### src/rtl/mult_dispatch_pkg.sv
// mult_dispatch_pkg: shared types and default sizing for the multiplier
// operand dispatcher.
//   state_t      - dispatcher FSM states (IDLE, CRST, START, WAIT)
//   DEF_WIDTH    - default operand/result width
//   DEF_DEPTH    - default operand FIFO depth
//   DEF_TIMEOUT  - default WAIT-cycle limit (used when DISPATCH_TIMEOUT_EN is defined)
package mult_dispatch_pkg;

  typedef enum logic [1:0] {
    IDLE  = 2'd0,
    CRST  = 2'd1,
    START = 2'd2,
    WAIT  = 2'd3
  } state_t;

  localparam int DEF_WIDTH   = 16;
  localparam int DEF_DEPTH   = 4;
  localparam int DEF_TIMEOUT = 1024;

endpackage

### src/rtl/mult_dispatch_fifo.sv
// dispatch_fifo: synchronous FIFO holding operand pairs for the dispatcher.
// Full/empty are combinational from the occupancy count; storage is a plain
// register array without reset (only pointers and count are reset).
// Ports:
//   clk, rst    - clock, asynchronous active-low reset
//   push, wdata - write request and data (ignored when full)
//   pop         - read request (ignored when empty); rdata is the head entry
//   full, empty - occupancy flags
module dispatch_fifo
  import mult_dispatch_pkg::*;
#(
  parameter int WIDTH = 2 * DEF_WIDTH,
  parameter int DEPTH = DEF_DEPTH
) (
  input  logic             clk,
  input  logic             rst,
  input  logic             push,
  input  logic [WIDTH-1:0] wdata,
  input  logic             pop,
  output logic [WIDTH-1:0] rdata,
  output logic             full,
  output logic             empty
);

  localparam int PW = $clog2(DEPTH);

  logic [WIDTH-1:0] mem [DEPTH];
  logic [PW-1:0]    wptr;
  logic [PW-1:0]    rptr;
  logic [PW:0]      count;
  logic             do_push;
  logic             do_pop;

  assign full    = (count == (PW+1)'(DEPTH));
  assign empty   = (count == '0);
  assign do_push = push && !full;
  assign do_pop  = pop && !empty;
  assign rdata   = mem[rptr];

  // Pointers are exactly PW bits wide, so DEPTH being a power of two makes
  // the natural overflow the modulo-DEPTH wrap.
  always_ff @(posedge clk or negedge rst) begin
    if (!rst) begin
      wptr  <= '0;
      rptr  <= '0;
      count <= '0;
    end else begin
      if (do_push) wptr <= wptr + 1'b1;
      if (do_pop)  rptr <= rptr + 1'b1;
      case ({do_push, do_pop})
        2'b10:   count <= count + 1'b1;
        2'b01:   count <= count - 1'b1;
        default: count <= count;
      endcase
    end
  end

  always_ff @(posedge clk) begin
    if (do_push) mem[wptr] <= wdata;
  end

endmodule

### src/rtl/mult_dispatch.sv
// mult_dispatch: streaming front end for the 16-bit multiplier core.
// Buffers operand pairs in a FIFO, runs the core's reset/start/done
// handshake once per pair and returns each result through a one-entry
// output slot.
// Optional feature: define DISPATCH_TIMEOUT_EN to add a WAIT watchdog that
// aborts after TIMEOUT cycles without core_done (result 0, out_err=1).
// Ports:
//   clk, rst                 - clock, asynchronous active-low reset
//   in_valid/in_ready        - operand stream handshake; in_a, in_b operands
//   core_rst, core_start     - single-cycle pulses to the core
//   core_a, core_b           - registered operands to the core
//   core_y, core_done        - core result and completion
//   out_valid/out_ready      - result stream handshake; out_y, out_err
//   busy                     - FSM not in IDLE
module mult_dispatch
  import mult_dispatch_pkg::*;
#(
  parameter int WIDTH   = DEF_WIDTH,
  parameter int DEPTH   = DEF_DEPTH,
  parameter int TIMEOUT = DEF_TIMEOUT
) (
  input  logic             clk,
  input  logic             rst,
  input  logic             in_valid,
  output logic             in_ready,
  input  logic [WIDTH-1:0] in_a,
  input  logic [WIDTH-1:0] in_b,
  output logic             core_rst,
  output logic             core_start,
  output logic [WIDTH-1:0] core_a,
  output logic [WIDTH-1:0] core_b,
  input  logic [WIDTH-1:0] core_y,
  input  logic             core_done,
  output logic             out_valid,
  input  logic             out_ready,
  output logic [WIDTH-1:0] out_y,
  output logic             out_err,
  output logic             busy
);

  if (DEPTH < 2 || (DEPTH & (DEPTH - 1)) != 0) begin : g_bad_depth
    $error("mult_dispatch: DEPTH must be a power of two and at least 2");
  end
  if (TIMEOUT < 1) begin : g_bad_timeout
    $error("mult_dispatch: TIMEOUT must be at least 1");
  end

  state_t             state;
  logic               fifo_full;
  logic               fifo_empty;
  logic               fifo_pop;
  logic [2*WIDTH-1:0] fifo_head;

`ifdef DISPATCH_TIMEOUT_EN
  localparam int WDW = $clog2(TIMEOUT + 1);
  logic [WDW-1:0] wdog;
  logic           timeout_hit;
  assign timeout_hit = (wdog == WDW'(TIMEOUT - 1));
`endif

  assign in_ready = !fifo_full;
  assign busy     = (state != IDLE);

  // The pair stays at the FIFO head while the core works on it; it is
  // removed only when the result (or abort) is captured into the slot.
`ifdef DISPATCH_TIMEOUT_EN
  assign fifo_pop = (state == WAIT) && (core_done || timeout_hit);
`else
  assign fifo_pop = (state == WAIT) && core_done;
`endif

  dispatch_fifo #(
    .WIDTH (2 * WIDTH),
    .DEPTH (DEPTH)
  ) u_fifo (
    .clk   (clk),
    .rst   (rst),
    .push  (in_valid),
    .wdata ({in_a, in_b}),
    .pop   (fifo_pop),
    .rdata (fifo_head),
    .full  (fifo_full),
    .empty (fifo_empty)
  );

  always_ff @(posedge clk or negedge rst) begin
    if (!rst) begin
      state      <= IDLE;
      core_rst   <= 1'b0;
      core_start <= 1'b0;
      core_a     <= '0;
      core_b     <= '0;
      out_valid  <= 1'b0;
      out_y      <= '0;
`ifdef DISPATCH_TIMEOUT_EN
      out_err    <= 1'b0;
      wdog       <= '0;
`endif
    end else begin
      core_rst   <= 1'b0;
      core_start <= 1'b0;
      if (out_valid && out_ready) out_valid <= 1'b0;

      case (state)
        // Dispatch only when the slot is free now or is being emptied this
        // cycle, so a capture can never overwrite an unread result.
        IDLE: begin
          if (!fifo_empty && (!out_valid || out_ready)) begin
            core_a   <= fifo_head[2*WIDTH-1:WIDTH];
            core_b   <= fifo_head[WIDTH-1:0];
            core_rst <= 1'b1;
            state    <= CRST;
          end
        end
        CRST: begin
          core_start <= 1'b1;
          state      <= START;
        end
        START: begin
`ifdef DISPATCH_TIMEOUT_EN
          wdog  <= '0;
`endif
          state <= WAIT;
        end
        WAIT: begin
          if (core_done) begin
            out_y     <= core_y;
            out_valid <= 1'b1;
`ifdef DISPATCH_TIMEOUT_EN
            out_err   <= 1'b0;
`endif
            state     <= IDLE;
          end
`ifdef DISPATCH_TIMEOUT_EN
          else if (timeout_hit) begin
            out_y     <= '0;
            out_err   <= 1'b1;
            out_valid <= 1'b1;
            state     <= IDLE;
          end else begin
            wdog <= wdog + 1'b1;
          end
`endif
        end
      endcase
    end
  end

`ifndef DISPATCH_TIMEOUT_EN
  assign out_err = 1'b0;
`endif

endmodule
### config.mk
export PLATFORM = sky130hd
export DESIGN_NAME = mult_dispatch
export DESIGN_NICKNAME = d
export VERILOG_FILES = /design/src/rtl/mult_dispatch_pkg.sv /design/src/rtl/mult_dispatch_fifo.sv /design/src/rtl/mult_dispatch.sv
export SDC_FILE = /design/constraint.sdc
export NUM_CORES = 1
export LEC_CHECK = 0
export ABC_AREA = 1
export CAP_MARGIN = 15
export CORE_MARGIN = 1
export CORE_UTILIZATION = 49
export DETAILED_ROUTE_END_ITERATION = 16
export PLACE_DENSITY = 0.76
export SLEW_MARGIN = 25
export SYNTH_ARGS = -nofsm -noshare
export SYNTH_HDL_FRONTEND = slang
export SYNTH_SLANG_ARGS = --single-unit
### constraint.sdc
create_clock -name clk -period 2.67 [get_ports clk]
set_clock_uncertainty 0.2 [all_clocks]
set_input_delay 0.534 -clock clk [delete_from_list [all_inputs] [get_ports clk]]
set_output_delay 0.534 -clock clk [all_outputs]
set_load 0.005 [all_outputs]
# == Word-level counts from Yosys, hierarchy flattened ==
# Memories as Yosys holds them, arrays and structs flattened. A register that Yosys moved wholly into a read port is not among the register bits.
# Index checks and enable logic that the tools add are counted.
# totals
output_inout_bits,54
mem_count,1
wordCells,50
reg_bits,28
ramBits,128
# classes
muxes,12
add_sub_neg,4
n_reduce_logical,17
n_eq_ne,8
# memory_table
memory,depth,width,rd,rd_clocked_by_memory_dff,wr,line,rtl
u_fifo.mem,4,32,1,1,1,mult_dispatch_fifo.sv:27,logic [WIDTH-1:0] mem [DEPTH];
# ops
operator,n
1-bit two-way mux,8
2-bit case mux with 4 select lines,1
"2-bit equality test, second input constant",3
3-bit case mux with 2 select lines,1
2-bit AND reduction,3
1-bit logical AND,5
"2-bit by 1-bit adder with 2-bit output, second input constant",2
"2-bit by 1-bit equality test with 1-bit output, second input constant",2
1-bit zero test,4
2-bit two-way mux,2
"2-bit != test, second input constant",2
2-bit nonzero test,2
"3-bit by 1-bit adder with 3-bit output, second input constant",1
"3-bit equality test, second input constant",1
3-bit zero test,1
"3-bit by 1-bit subtractor with 3-bit output, second input constant",1
2-bit zero test,1
1-bit logical OR,1

# == Longest topological paths before layout ==
# Gate-level depths: netlist of run 1.
# logic_depth
depth_word,5
ltp_mapped,10
mapped_depth_nobuf,10

# == Cells and area by module ==
# From an unflattened synthesis of run 1, not the netlist that was laid out.
# hier_totals
cells_unflattened,671
hier_area_um2,7694.9
# modules_own_cells
module,cells_per_inst,area_each_um2,instances
dispatch_fifo,435,5572.8,1
mult_dispatch,236,2122.0,1

# == Worst setup path before layout of run 1 ==
# No wires, ideal clock.
# synth_timing
path_type,register -> register
start,register u_fifo.wptr[0]
end,memory u_fifo.mem[2][0] (netlist bit) (enable)
arrival_ns,2.019
slack_ns,0.030
t_required_ns,2.049
path_stages_with_launch,5
cell_sequence,dfrtp_1 > inv_1 > ha_1 > inv_1 > nor2_1
# synth_rtl
element,line,rtl
start: declaration,mult_dispatch_fifo.sv:28,logic [PW-1:0] wptr;
start signal: assignment,mult_dispatch_fifo.sv:48,if (do_push) wptr <= wptr + 1'b1;
end: declaration,mult_dispatch_fifo.sv:27,
# Straight into the memory's write port.

# == Worst setup path in the final report of run 1 ==
# layout_timing
start,register state[0]
end,output port busy
# layout_between
elab_chain_len,1
# layout_lines
element,line,rtl
start: declaration,mult_dispatch.sv:48,state_t state;
start signal: assignment,mult_dispatch.sv:88,state <= IDLE;
start signal: assignment,mult_dispatch.sv:112,state <= CRST;
start signal: assignment,mult_dispatch.sv:117,state <= START;
2-bit nonzero test,mult_dispatch.sv:62,assign busy = (state != IDLE);
end: declaration,mult_dispatch.sv:38,output logic busy
# Every way passes these cells.

==> impl_metrics.ini, run 1 <==
[synthesis]
syn_avg_cell_area_um2 = 11.9
yosys_warnings = 0
async_reset_ff_share_pct = 31.9
yosysSeqAreaShare_pct = 72.6
netlist_instances = 620
yosysTopAreaCell = edfxtp_1
synth-seq-cells = 188
ys_types = 25
synth_ff_type = edfxtp_1
synth_area_um2 = 7370
synth-edff-count = 128
synthTopCellsByArea = edfxtp_1 52%, dfrtp_1 20%, nand2_1 12%, mux2_2 2.4%, o21ai_1 2.2%
yosysMostFrequentCell = nand2_1
yosysTopAreaCellShare_pct = 52.2
synth_fp_nets = 683
synth_common_cells = 242 x nand2_1, 128 x edfxtp_1, 60 x dfrtp_1, 40 x nor2_1, 33 x o21ai_1

[cts]
hold_buffers = 1
numCtsBuffers = 17
clock-sinks = 188
cts_resized = 0
cts-root-buf = clkbuf_16
insertion_delay_ps = 430
clock_path_buffers = 2
post_cts_buffers = 0
htree_levels = 4
clk_pin_slew_worst_paths_ps = 60
cts_tree = yes

[worst_setup_path]
slowest_stage = clkdlybuf4s50_1
worstSetupStartpoint = state[0]
path_class = reg -> out
r2r-start = u_fifo.count[1]
cp_top_family = buffers and inverters
cp-end-kind = output pin
rrSetupSlack_ps = 480
critPathCapture = busy
reg2regPathDepth = 10
start_kind = flip-flop
path_buf_inv = 3
worst-path-max-fanout = 4
cp_num_cells = 4
cp.required_ps = 1940
reg2reg_to = u_fifo.count[2]
worstPathArrival_ps = 1700
worst_path_most_repeated_cell = inv_1
cp_cell_sequence = inv_1 > ha_1 > inv_1 > clkdlybuf4s50_1
max_stage_delay_ps = 490

[route]
wl_per_cell_um = 16.1
routed_via_density = 5.15
final_antenna_net_count = 0
num_vias = 4800
drt_iter0_drc = 363
drc_errors = 0
drtPass1Iterations = 5
wirelength_mm = 15.1

[sta]
hold_viol = 0
finalMaxSlewViolations = 0
whs_ps = 278
worstMarginPinSlew_ps = 742
min_period_ps = 2440
timing.final.ws_setup_ps = 234
min_period_over_period_pct = 91.2
clock.fmax_mhz = 410
rsz0062_at_grt = false
slew_headroom_pct = 50.6
setup_viol = 0
tns_ps = 0

[grt]
grt_pass1_wl_mm = 24.7
grt_pass1_vias = 4876
antenna_found_initial = 0
grt_max_degree = 68
grtUsageTotal_pct = 20.8
globalRouteOverflowTotal = 0

[power_and_ir_drop]
p_leak_nw = 3.79
powerDensity_nw_per_um2 = 1130
vdd_drop_max_uv = 595

[floorplanning]
core-area_um2 = 14600
rows = 44
dieArea_um2 = 15500
start_util_pct = 50.5
die_h_um = 125
io_pins = 107
dieWidth_um = 125

[placed_design]
dpl.hpwl_mm = 9.22
io_buffers = 105
place_ws_ps = 103
placed_area_um2 = 8710
place.gp.congestion = 0.717

[final_layout]
final_nets = 798
drive_above_1_share_pct = 10.3
diodes = 0
final_cell_area_um2 = 9290
fin_util_pct = 63.7
fillers = 1060
synthToLayoutAreaGrowth_pct = 26.2

[job]
maxCapViolCount = 0

[min_path]
hp-class = reg -> reg

[outcome]
status = finished clean
==> placed cells by master (no fill, tap or decap), types with 2 or more instances in the layout <==
master           Yosys  layout
dfrtp_1             60      59
inv_2                2       3
buf_4                4      11
xor2_1               3       3
ha_1                 9       9
clkbuf_16            0      17
nor2_1              40      36
nand2_1            242     242
clkinv_4             0       3
clkinv_2             0       3
inv_1               16      15
o21ai_1             33      33
clkdlybuf4s50_1      0     104
nor2_4               0       4
o21ai_0             32      32
mux2_2              16      16
edfxtp_1           128     128
nand3_1              3       3
a21oi_1              2       2
buf_12               0       6
nand2_2              2       2
clkinvlp_4           0       3
clkbuf_8             0       2
==> power breakdown <==
| group | switching [mW] | total, mW | internal [mW] |
|---|---|---|---|
| sequential | 0.328 | 4.33 | 4.00 |
| clock | 1.07 | 2.41 | 1.34 |
| combinational | 2.12 | 3.75 | 1.63 |
==> worst register-to-register path: stages (launching register included) <==
cell and delay (ps):
dfrtp_1 400, nor2_1 180, nand2_1 120, nand2_2 200, ha_1 190, inv_1 70, fa_1 380, nor2_1 110
nor2_1 50, nand2_1 60, xor2_1 150
==> metal layers <==
layer	share of wire, %	global-route usage [%]	up-vias	wire length, µm
met5	0	0	-	0
met4	1.4	7.30	0	204
met3	5.7	4.55	13	859
met2	51	35.7	165	7650
met1	42	26.1	2334	6330
li1	-	-	2288	-
==> stage by stage <==
stage               cells  power (mW)
floorplan             620        6.47
global placement      899        7.94
detailed placement    899        8.13
CTS                   932        10.6
global route          932        11.2
finish                932        10.5
==> kinds of logic (layout without fill, tap and decap cells) <==
logic type,count (synthesis),in the layout,share of synthesized area [%]
simple gates,289,289,15.0
flops,188,188,72.6
compound gates,67,67,4.55
buf+inv,45,173,3.14
mux,16,16,2.45
fa+ha+maj,10,10,1.80
xor+xnor,4,4,0.476
other cells,1,1,0.0509
==> layout make-up <==
class | instances | area (µm²) | share of cell area, %
Multi-Input combinational cell | 387 | 1820 | 19.6
Clock buffer | 20 | 457 | 4.91
Timing Repair Buffer | 123 | 1260 | 13.5
Tap cell | 184 | 230 | 2.48
Clock inverter | 12 | 114 | 1.23
Sequential cell | 188 | 5350 | 57.5
Inverter | 18 | 67.6 | 0.727
==> sequential cells by signal, summed over array words and instances (netlist names) <==
name	count
core_start	1
core_rst	1
u_fifo.mem	128
state	2
out_y	16
u_fifo.count	3
core_a	16
core_b	16
u_fifo.wptr	2
out_valid	1
u_fifo.rptr	2
==> worst min-delay path by stage <==
stage | cells past startpoint | from | to | slack [ps]
final | 2 | core_a[6] | core_a[6] | 280
after global routing | 2 | core_a[6] | core_a[6] | 300
after CTS | 2 | core_a[6] | core_a[6] | 280
after detailed placement | 2 | core_a[0] | core_a[0] | 260
after global placement | 2 | core_a[7] | core_a[7] | 260
after floorplan | 0 | rst | core_a[0] | 40
Power figures use the tool's default switching activity.
==> run 2: changes to the inputs <==
CORE_ASPECT_RATIO = 0.75   (was not set)
CORE_MARGIN = not set   (was 1)
==> run 2 against run 1 <==
  * Global-route usage rose by 0.52 points
  * First-iteration DRC count is 17% lower
  * Sequential share of layout area is 0.078 points higher
  * Utilization rose by 0.089 points
  * Worst hold slack about the same
  * Clock power about the same
  * Die area about the same
  * Non-clock buffer count shrank 3
  * Fmax decreased by 1.6%
  * Via count down 0.65%
  * Cell count is 1.3% higher
  * Sequential power about the same
  * Largest cell class unchanged
==> impl_metrics.ini, run 2 (synthesis gave the netlist of run 1 again) <==
[floorplanning]
die_h_um = 108
dieArea_um2 = 15500
dieWidth_um = 144
core-area_um2 = 14500
io_pins = 107
start_util_pct = 50.6
rows = 38

[worst_setup_path]
cp-end-kind = output pin
worst-path-max-fanout = 4
path_class = reg -> out
cp.required_ps = 1940
worstPathArrival_ps = 1740
start_kind = flip-flop

[grt]
antenna_found_initial = 1
globalRouteOverflowTotal = 0
grt_max_degree = 68
grtUsageTotal_pct = 21.3
grt_pass1_wl_mm = 24.2
grt_pass1_vias = 4774

[power_and_ir_drop]
powerDensity_nw_per_um2 = 1130
p_leak_nw = 3.77
finalPower_mw = 10.5
vdd_drop_max_uv = 598

[route]
routed_via_density = 5.05
drc_errors = 0
wirelength_mm = 15.2
drtPass1Iterations = 5
final_antenna_net_count = 0
drt_iter0_drc = 301
num_vias = 4769
wl_per_cell_um = 16.1

[sta]
rsz0062_at_grt = false
slew_headroom_pct = 54.7
hold_viol = 0
min_period_over_period_pct = 92.7
min_period_ps = 2480
clock.fmax_mhz = 404
tns_ps = 0
finalMaxSlewViolations = 0
whs_ps = 278
setup_viol = 0
worstMarginPinSlew_ps = 679

[placed_design]
dpl.hpwl_mm = 9.04
io_buffers = 105
place.gp.congestion = 0.770
dpl.cell_count = 912

[cts]
insertion_delay_ps = 430
numCtsBuffers = 17
clock_path_buffers = 2
clk_pin_slew_worst_paths_ps = 60
clock-sinks = 188
cts-root-buf = clkbuf_16
cts_tree = yes
htree_levels = 4

[final_layout]
top_register = u_fifo.mem
final_nets = 795
largest_reg_flops = 128
drive_above_1_share_pct = 9.14
synthToLayoutAreaGrowth_pct = 26.0
final_common_cell = nand2_1
fin_util_pct = 63.8
diodes = 0
final_cell_mix = 242 x nand2_1, 128 x edfxtp_1, 104 x clkdlybuf4s50_1
fillers = 1135
final_cells = 944

[min_path]
hp-class = reg -> reg

[job]
maxCapViolCount = 0

[outcome]
status = finished clean
==> run 2: cell types whose count changed in the layout (fill, tap and decap cells not counted) <==
cell / previous run / this run
inv_8: 1 / 0
clkinvlp_4: 3 / 2
clkbuf_1: 1 / 4
clkinv_4: 3 / 0
clkinv_1: 0 / 2
bufinv_16: 1 / 2
buf_4: 11 / 8
inv_6: 1 / 0
clkinv_2: 3 / 2
==> run 2: timing repair <==
item                      4_1_cts  5_1_grt
gates resized for setup         0        0
setup buffers                   0        0
hold endpoints to repair       18        0
hold buffers                    1        0
==> run 2: metal layers <==
layer	vias up	part of all wire (%)	global-route usage, %
met5	-	0	0
met4	0	1.0	7.29
met3	14	6.6	6.64
met2	143	49	35.1
met1	2327	43	26.9
li1	2285	-	-
==> run 2: final cells by class <==
class	count	area, µm²	share of cell area [%]
well taps	200	250	2.70
multi-input cells	387	1820	19.6
inverters	18	67.6	0.728
clock buffers	23	468	5.04
flip-flops and latches	188	5350	57.6
repair buffers	120	1240	13.3
clock inverters	8	92.6	0.998
==> run 2: critical path, cell delays in order, from the launching register on <==
cell and delay [ps]:
dfrtp_1 400, inv_1 80, ha_1 260, inv_1 80, clkdlybuf4s50_1 490
==> run 2: through the flow <==
step | cell area, µm² | setup WS (ps)
4_1_cts | 9280 | 172
2_1_floorplan | 7370 | 30.4
3_3_place_gp | 8710 | 183
5_1_grt | 9280 | 85.5
3_5_place_dp | 8710 | 85.0
6_report | 9280 | 194
==> run 2: final timing paths <==
| kind | start | cells past startpoint | endpoint | slack, ps |
|---|---|---|---|---|
| setup / recovery | state[0] | 4 | busy | 190 |
| hold / removal | core_a[8] | 2 | core_a[8] | 280 |
| setup reg to reg | state[0] | 10 | u_fifo.count[2] | 510 |
| hold reg to reg | core_a[8] | 2 | core_a[8] | 280 |
| max in group asynchronous | rst | 3 | out_y[13] | 1160 |
| min in group asynchronous | rst | 2 | core_b[2] | 420 |
==> run 2: power breakdown <==
part           internal, mW  total [mW]  switching (mW)
registers              4.00        4.32           0.320
logic                  1.62        3.73            2.10
clock network          1.41        2.42            1.01
total                  7.04        10.5            3.43
